$ cat src/rtl/cpu_seq_ctrl.sv
// Instruction-cycle sequencer: eight states per instruction, registered datapath controls.
// Optional single-step stall on instruction boundaries when SEQ_SINGLE_STEP_EN is defined.
module cpu_seq_ctrl #(
    parameter int unsigned NSTATE = 8
) (
    input  logic       clk,
    input  logic       rst,
    input  logic       fetch,
    input  logic [2:0] opcode,
    input  logic       zero,
`ifdef SEQ_SINGLE_STEP_EN
    input  logic       step,
`endif
    output logic       inc_pc,
    output logic       load_acc,
    output logic       load_pc,
    output logic       rd,
    output logic       wr,
    output logic       load_ir,
    output logic       datactl_ena,
    output logic       halt
);

    if (NSTATE != 32'd8) begin : g_bad_nstate
        $error("cpu_seq_ctrl: NSTATE must be 8");
    end

    localparam logic [2:0] OP_HLT = 3'b000;
    localparam logic [2:0] OP_SKZ = 3'b001;
    localparam logic [2:0] OP_ADD = 3'b010;
    localparam logic [2:0] OP_AND = 3'b011;
    localparam logic [2:0] OP_XOR = 3'b100;
    localparam logic [2:0] OP_LDA = 3'b101;
    localparam logic [2:0] OP_STO = 3'b110;
    localparam logic [2:0] OP_JMP = 3'b111;

    typedef enum logic [2:0] {S0, S1, S2, S3, S4, S5, S6, S7} state_e;

    state_e     state_q, state_d;
    logic       armed_q, armed_d;
    logic       halt_q, halt_d;
    // {datactl_ena, load_ir, wr, rd, load_pc, load_acc, inc_pc}
    logic [6:0] out_q, out_d;
    logic       run;
    logic       alu;
`ifdef SEQ_SINGLE_STEP_EN
    logic       stall_q, stall_d;
`endif

    assign alu = (opcode == OP_ADD) || (opcode == OP_AND) ||
                 (opcode == OP_XOR) || (opcode == OP_LDA);

    always_comb begin
        state_d = state_q;
        armed_d = armed_q;
        halt_d  = halt_q;
        out_d   = '0;
        run     = 1'b0;
`ifdef SEQ_SINGLE_STEP_EN
        stall_d = stall_q;
`endif
        if (halt_q) begin
            state_d = S0;
        end else if (!armed_q) begin
            if (fetch) begin
                armed_d = 1'b1;
                state_d = S1;
                run     = 1'b1;
            end
        end else begin
`ifdef SEQ_SINGLE_STEP_EN
            // Stalled S0 shows no controls; a step releases straight into S1.
            if (stall_q) begin
                if (step) begin
                    stall_d = 1'b0;
                    state_d = S1;
                    run     = 1'b1;
                end
            end else if (state_q == S7 && !step) begin
                stall_d = 1'b1;
                state_d = S0;
            end else begin
                state_d = state_e'(state_q + 3'd1);
                run     = 1'b1;
            end
`else
            state_d = state_e'(state_q + 3'd1);
            run     = 1'b1;
`endif
        end

        if (run) begin
            unique case (state_d)
                S0: out_d = 7'b0101000;
                S1: out_d = 7'b0101001;
                S2: out_d = 7'b0000000;
                S3: begin
                    out_d = 7'b0000001;
                    if (opcode == OP_HLT) halt_d = 1'b1;
                end
                S4: begin
                    if (opcode == OP_JMP) out_d = 7'b0000100;
                    if (alu)              out_d = 7'b0001000;
                    if (opcode == OP_STO) out_d = 7'b1000000;
                end
                S5: begin
                    if (alu)                       out_d = 7'b0001010;
                    if (opcode == OP_SKZ && zero)  out_d = 7'b0000001;
                    if (opcode == OP_JMP)          out_d = 7'b0000101;
                    if (opcode == OP_STO)          out_d = 7'b1010000;
                end
                S6: begin
                    if (alu)              out_d = 7'b0001000;
                    if (opcode == OP_STO) out_d = 7'b1000000;
                end
                S7: begin
                    if (opcode == OP_SKZ && zero) out_d = 7'b0000001;
                end
            endcase
        end
    end

    always_ff @(posedge clk) begin
        if (rst) begin
            state_q <= S0;
            armed_q <= 1'b0;
            halt_q  <= 1'b0;
            out_q   <= '0;
`ifdef SEQ_SINGLE_STEP_EN
            stall_q <= 1'b0;
`endif
        end else begin
            state_q <= state_d;
            armed_q <= armed_d;
            halt_q  <= halt_d;
            out_q   <= out_d;
`ifdef SEQ_SINGLE_STEP_EN
            stall_q <= stall_d;
`endif
        end
    end

    assign {datactl_ena, load_ir, wr, rd, load_pc, load_acc, inc_pc} = out_q;
    assign halt = halt_q;

endmodule

$ cat config.mk
export PLATFORM = sky130hd
export DESIGN_NAME = cpu_seq_ctrl
export DESIGN_NICKNAME = d
export VERILOG_FILES = /design/src/rtl/cpu_seq_ctrl.sv
export SDC_FILE = /design/constraint.sdc
export NUM_CORES = 1
export LEC_CHECK = 0
export ABC_CLOCK_PERIOD_IN_PS = 4400
export CAP_MARGIN = 15
export CORE_AREA = 2 2 39 41
export CTS_CLUSTER_SIZE = 12
export DETAILED_ROUTE_END_ITERATION = 16
export DIE_AREA = 0 0 41 43
export PLACE_DENSITY = 0.67
export SYNTH_ARGS = -nofsm -noshare
export SYNTH_HDL_FRONTEND = slang
export SYNTH_SLANG_ARGS = --single-unit
$ cat constraint.sdc
create_clock -name clk -period 4.4 [get_ports clk]
set_clock_uncertainty 0.1 [all_clocks]
set_input_delay 0.88 -clock clk [delete_from_list [all_inputs] [get_ports clk]]
set_output_delay 0.88 -clock clk [all_outputs]
set_load 0.01 [all_outputs]
==> reports/results.ini, run 1 <==
[yosys]
synth_top_area_share_pct = 47.2
synthCells = 58
seq_area_frac_synth_pct = 47.2
syn_nets = 66
ys_ff_latch = 12
yosys.area.top_type = dfxtp_1
yosysWarnings = 0
yosys-top-cells-count = 12 x dfxtp_1, 7 x nor2_1, 6 x nand2_1
ys.flop_type = dfxtp_1
synth_edf_count = 0
synth.area.top_cells = dfxtp_1 47%, nor2_1 5.2%, nand2_1 4.4%
netlist_area_um2 = 509
syn_area_per_cell_um2 = 8.78
ys_types = 25
yosysMostFrequentCell = dfxtp_1
async_reset_ff_share_pct = 0

[finish]
multi_input_area_um2 = 260
diodes = 0
seq_area_um2 = 240
drive_gt1_share_pct = 8.00
final_nets = 84
stdcell_area_um2 = 701
layoutNonFillerInstCount = 91
nFillCells = 134
syn2layout_area_growth_pct = 37.6

[detailed_routing]
drtPass1Iterations = 4
drtAntennaViolNets = 0
route.detailed.drc = 0
num_vias = 472
drt-initial-drc-count = 19
postRouteWirelength_um = 1010
routed_via_density = 5.19
avgRoutedWirePerCell_um = 11.1

[power_and_ir_drop]
irDropWorstVdd_mv = 0.175
total_power_uw = 239
leakagePower_uw = 0.000262
sw_frac_of_total_pct = 24.1
p_sw_uw = 57.6
sequentialPowerShare_pct = 49.2
power_frac_clock_pct = 37.0
p_int_uw = 181
p_comb_share_pct = 13.8
power_density_mw_per_mm2 = 341

[grt]
grt_pass1_wl_um = 1730
gr-usage-all-layers_pct = 15.0
grt.busiest_layer = met2
grtUsageMet1_pct = 17.6
met3_usage_pct = 3.14
grt_use_met2_pct = 21.3
grt_remaining_overflow = 0
antenna_found_initial = 0
grt_max_degree = 12
grt_pass1_vias = 427

[clocking]
cts_resized = 0
htree_levels = 1
cts_hold_buffers = 0
clk_pin_slew_ns = 0.08
clockRootBuffer = clkbuf_4
cts_inserted_buffers = 3
clock-sinks = 12
insertion_delay_ns = 0.28
clock_path_buffers = 2
cts_tree = yes
postCtsSetupRepairBufs = 0

[worst_setup_path]
rr_startpoint = armed_q
cp.required_ns = 4.51
worstSetupPathType = in -> reg
crit_arrival_ns = 2.48
end_kind = flip-flop
crit_slowest_cell = clkdlybuf4s50_1
cp-start-kind = primary input
regToRegEndpoint = out_q[3]
crit_chain = clkdlybuf4s50_1 -> mux2_4 -> a211o_1 -> or3_1 -> a21oi_2
r2r_slack_ns = 2.51
crit_fanout = 5
max_stage_delay_ns = 0.47
worst-r2r-cell-count = 4

[sta]
max_freq_mhz = 421
hold_viol_final = 0
period_share_pct = 54.0
tightest_slew_ns = 0.516
hold_ws_ns = 0.509
finalSetupViolations = 0
finalSetupTns_ns = 0
rsz0062_at_grt = no
period_needed_ns = 2.37
slew_headroom_pct = 65.3
slew_viol_final = 0

[status]
status = finished, final reports clean

[place]
dpl.cell_count = 87
gp_congestion = 0.831
dpl_cell_area_um2 = 664
io_buffer_count = 14
dp_hpwl_um = 734

[floorplanning]
ios = 15
die_area_mm2 = 0.00176
die_h_um = 43
coreArea_mm2 = 0.00138
row_count = 14
start_util_pct = 36.8
die_x_um = 41

[min_path]
min_path_type = reg -> reg
whs_path_depth = 2
hold_end = out_q[6]
min_from = halt

[job]
max_cap_viol_count = 0

flip-flops by register name, summed over array words and instances (netlist names):
name     flops
armed_q      1
state_q      3
halt         1
out_q        7
per-stage QoR:
step           worst slack [ns]  util, %
5_1_grt                    1.98     50.6
3_3_place_gp               1.77     48.0
2_1_floorplan              2.28        -
3_5_place_dp               1.75     48.0
4_1_cts                    2.03     50.6
6_report                   2.03     50.6
cell families after synthesis:
| kind of cell | Yosys count | share of synthesized area [%] |
|---|---|---|
| AND/OR/NAND/NOR | 28 | 27.8 |
| AO/OA/AOI/OAI | 12 | 14.5 |
| flip-flops | 12 | 47.2 |
| XOR/XNOR | 2 | 3.44 |
| buffers and inverters | 2 | 1.72 |
| multiplexers | 1 | 2.95 |
| adder cells (fa/ha/maj) | 1 | 2.46 |
power by group through the flow:
stage / registers, uW / logic, uW / clock network (uW)
2_1_floorplan: 120 / 16.9 / 0
3_3_place_gp: 120 / 32.6 / 0
3_5_place_dp: 120 / 32.4 / 0
4_1_cts: 118 / 32.9 / 90.2
5_1_grt: 118 / 37.3 / 94.4
6_report: 118 / 32.9 / 88.5
worst max-delay path by stage:
stage	slack (ns)	startpoint	end	depth (start not counted)
6_report	2.03	fetch	out_q[3]	5
5_1_grt	1.98	fetch	out_q[3]	5
4_1_cts	2.03	fetch	out_q[3]	5
3_5_place_dp	1.75	fetch	out_q[3]	5
3_3_place_gp	1.77	fetch	out_q[3]	5
2_1_floorplan	2.28	fetch	out_q[3]	4
metal layers:
| layer | vias up | part of all wire (%) |
|---|---|---|
| li1 | 239 | - |
| met5 | - | 0 |
| met2 | 19 | 47 |
| met3 | 6 | 4.9 |
| met4 | 0 | 5.1 |
| met1 | 208 | 43 |
area by class of cell:
| type | instances | share of cell area (%) |
|---|---|---|
| multi-input combinational | 44 | 37.1 |
| tap | 16 | 2.86 |
| timing repair buffer | 14 | 20.0 |
| clock buffer | 4 | 5.18 |
| sequential | 12 | 34.3 |
| inverter | 1 | 0.536 |
placed cells by master, fill, tap and decap left out, types with 2 or more instances in the layout:
cell and instances:
nor3b_1 2, clkbuf_4 3, a21oi_1 3, nand3_1 3, dfxtp_1 12, o21ai_0 4
or3_1 2, nand2b_1 2, nand2_1 6, nor2_1 7, nor3_1 2, clkdlybuf4s50_1 14
critical path, delay by kind of cell:
| family | cells | cell delay (ns) |
|---|---|---|
| AO/OA/AOI/OAI | 2 | 0.45 |
| buffers and inverters | 1 | 0.47 |
| multiplexers | 1 | 0.30 |
| AND/OR/NAND/NOR | 1 | 0.39 |
Note: power is estimated with default switching activity, not from simulation.
==> run 2, diff against run 1 <==
==> config.mk (replaced) <==
export PLATFORM = sky130hd
export DESIGN_NAME = cpu_seq_ctrl
export DESIGN_NICKNAME = d
export VERILOG_FILES = /design/src/rtl/cpu_seq_ctrl.sv
export SDC_FILE = /design/constraint.sdc
export NUM_CORES = 1
export LEC_CHECK = 0
export ABC_CLOCK_PERIOD_IN_PS = 2100
export CAP_MARGIN = 15
export CORE_MARGIN = 2
export CORE_UTILIZATION = 39
export CTS_CLUSTER_SIZE = 12
export DETAILED_ROUTE_END_ITERATION = 16
export PLACE_DENSITY = 0.71
export SYNTH_ARGS = -nofsm -noshare
export SYNTH_HDL_FRONTEND = slang
export SYNTH_SLANG_ARGS = --single-unit
==> constraint.sdc (replaced) <==
create_clock -name clk -period 2.1 [get_ports clk]
set_clock_uncertainty 0.1 [all_clocks]
set_input_delay 0.42 -clock clk [delete_from_list [all_inputs] [get_ports clk]]
set_output_delay 0.42 -clock clk [all_outputs]
set_load 0.01 [all_outputs]
==> run 2 against run 1 <==
Effect of this change: worst hold slack better by 0.0089 ns; routed wire length increased by 15%; power is 96% higher; setup slack got worse by 1.8 ns; sequential cell count is the same; sequential share of layout area shrank 1.1 points; count of clock-buffer cells in the layout decreased by 1; non-clock buffer count increased by 5; cell area grew 3.2%; largest power group unchanged.
==> reports/results.ini, run 2 (synthesized netlist as in run 1, its figures left out) <==
[status]
status = finished, final reports clean

[sta]
setup_slack_ns = 0.249  ; -1.78 ns
finalSetupTns_ns = 0  ; unchanged
tightest_slew_ns = 0.347  ; -0.168 ns
slew_headroom_pct = 76.8  ; +12 points
finalSetupViolations = 0  ; unchanged
rsz0062_at_grt = no
period_needed_ns = 1.85
hold_viol_final = 0  ; unchanged
period_share_pct = 88.1
max_freq_mhz = 540
slew_viol_final = 0  ; unchanged

[clocking]
cts_inserted_buffers = 3  ; unchanged
htree_levels = 1  ; unchanged
cts_tree = yes
cts_hold_buffers = 0  ; unchanged
insertion_delay_ns = 0.28  ; about the same
clock-sinks = 12  ; unchanged
clockRootBuffer = clkbuf_4
postCtsSetupRepairBufs = 0  ; unchanged
clk_pin_slew_ns = 0.07  ; about the same
cts_resized = 0  ; unchanged
clock_path_buffers = 2  ; unchanged

[power_and_ir_drop]
power_density_mw_per_mm2 = 649  ; +90%
leakagePower_uw = 0.000278  ; +6.3%
sw_frac_of_total_pct = 26.0  ; +1.9 points
p_comb_share_pct = 16.5  ; +2.7 points
sequentialPowerShare_pct = 52.4  ; +3.2 points
power_frac_clock_pct = 31.0  ; -6.0 points
p_int_uw = 347  ; +92%
p_sw_uw = 122  ; +110%
irDropWorstVdd_mv = 0.285  ; +63%

[worst_setup_path]
rr_startpoint = armed_q
cp.required_ns = 2.22  ; -2.29 ns
crit_arrival_ns = 1.97  ; -0.51 ns
worstSetupPathType = reg -> reg
crit_start = armed_q
crit_fanout = 11  ; +6
cp-start-kind = flip-flop
end_kind = flip-flop

[floorplanning]
die_area_mm2 = 0.00161  ; -8.6%
die_h_um = 40.1  ; -6.7%
die_x_um = 40.1  ; -2.1%
ios = 15  ; unchanged
start_util_pct = 40.7  ; +3.9 points
row_count = 13  ; -1
coreArea_mm2 = 0.00125  ; -9.5%

[finish]
drive_gt1_share_pct = 12.7  ; +4.7 points
reg_top3 = out_q x7, state_q x3
diodes = 0  ; unchanged
largest_reg_flops = 7  ; unchanged
mostFrequentLayoutCell = clkdlybuf4s50_1
top_register = out_q
syn2layout_area_growth_pct = 42.0
final_util_pct = 57.7  ; +7.1 points
layout_common_cells = 14 x clkdlybuf4s50_1, 12 x dfxtp_1, 7 x nor2_1, 6 x nand2_1, 5 x buf_4
layoutNonFillerInstCount = 94  ; +3.3%
final_nets = 89  ; +6.0%

[detailed_routing]
postRouteWirelength_um = 1160  ; +15%
drtAntennaViolNets = 0  ; unchanged
wl_met3_um = 54  ; +10%
met2WireLength_um = 537  ; +14%
avgRoutedWirePerCell_um = 12.3  ; +11%
drtPass1Iterations = 4  ; unchanged
num_vias = 483  ; +2.3%
route.detailed.drc = 0  ; unchanged
met1_length_um = 519  ; +19%
routed_via_density = 5.14  ; -0.94%
routed.top_layer = met4
drt-initial-drc-count = 5  ; -14

[place]
dpl.cell_count = 91  ; +4.6%
dp_slack_ns = -0.0162  ; -1.76 ns
dp_hpwl_um = 860  ; +17%
gp_congestion = 0.874  ; +5.3%
io_buffer_count = 14  ; unchanged

[grt]
grt_pass1_wl_um = 1780  ; +2.8%
grt_max_degree = 12  ; unchanged
grt_pass1_vias = 413  ; -3.3%
gr-usage-all-layers_pct = 18.2  ; +3.2 points
grt_remaining_overflow = 0  ; unchanged
antenna_found_initial = 0  ; unchanged

[min_path]
min_path_type = reg -> reg
min_from = halt

[job]
max_cap_viol_count = 0  ; unchanged

[run 2: cell types whose count changed in the layout (fill, tap and decap cells not counted), sizes merged]
| cell | previous run | this run |
|---|---|---|
| clkbuf | 4 | 3 |
| buf | 0 | 5 |
[run 2: final timing paths]
kind / slack, ns / to / cells past startpoint
hold / removal: 0.52 / out_q[6] / 2
setup / recovery: 0.25 / out_q[3] / 4
hold reg to reg: 0.52 / out_q[6] / 2
setup reg to reg: 0.25 / out_q[3] / 4
[run 2: power groups by stage]
stage / clock network (uW) / logic, uW / registers [uW]
6_report: 146 / 77.5 / 246
5_1_grt: 161 / 85.2 / 248
4_1_cts: 148 / 77.2 / 246
3_5_place_dp: 0 / 76.8 / 251
3_3_place_gp: 0 / 75.6 / 250
2_1_floorplan: 0 / 35.4 / 251
[run 2: stage by stage]
step                hold WS [ns]  power [uW]  instance area (um^2)
floorplan                  0.392         286                   509
global placement           0.488         326                   701
detailed placement         0.494         328                   701
CTS                        0.510         471                   723
global route               0.540         494                   723
finish                     0.518         469                   723
[run 2: per-layer routing]
metal	track usage, %	up-vias
li1	-	246
met1	20.0	220
met2	27.4	12
met3	8.33	5
met4	12.9	0
met5	0	-
[run 2: critical path, stage by stage (launching register included)]
cell     delay (ns)
dfxtp_1        0.53
mux2_4         0.34
a211o_1        0.31
or3_1          0.39
a21oi_2        0.13
[run 2: area by class of cell]
class	count	area (um^2)
clock buffers	3	22.5
fillers	116	529
inverters	1	3.75
multi-input cells	44	260
flip-flops and latches	12	240
well taps	15	18.8
repair buffers	19	178
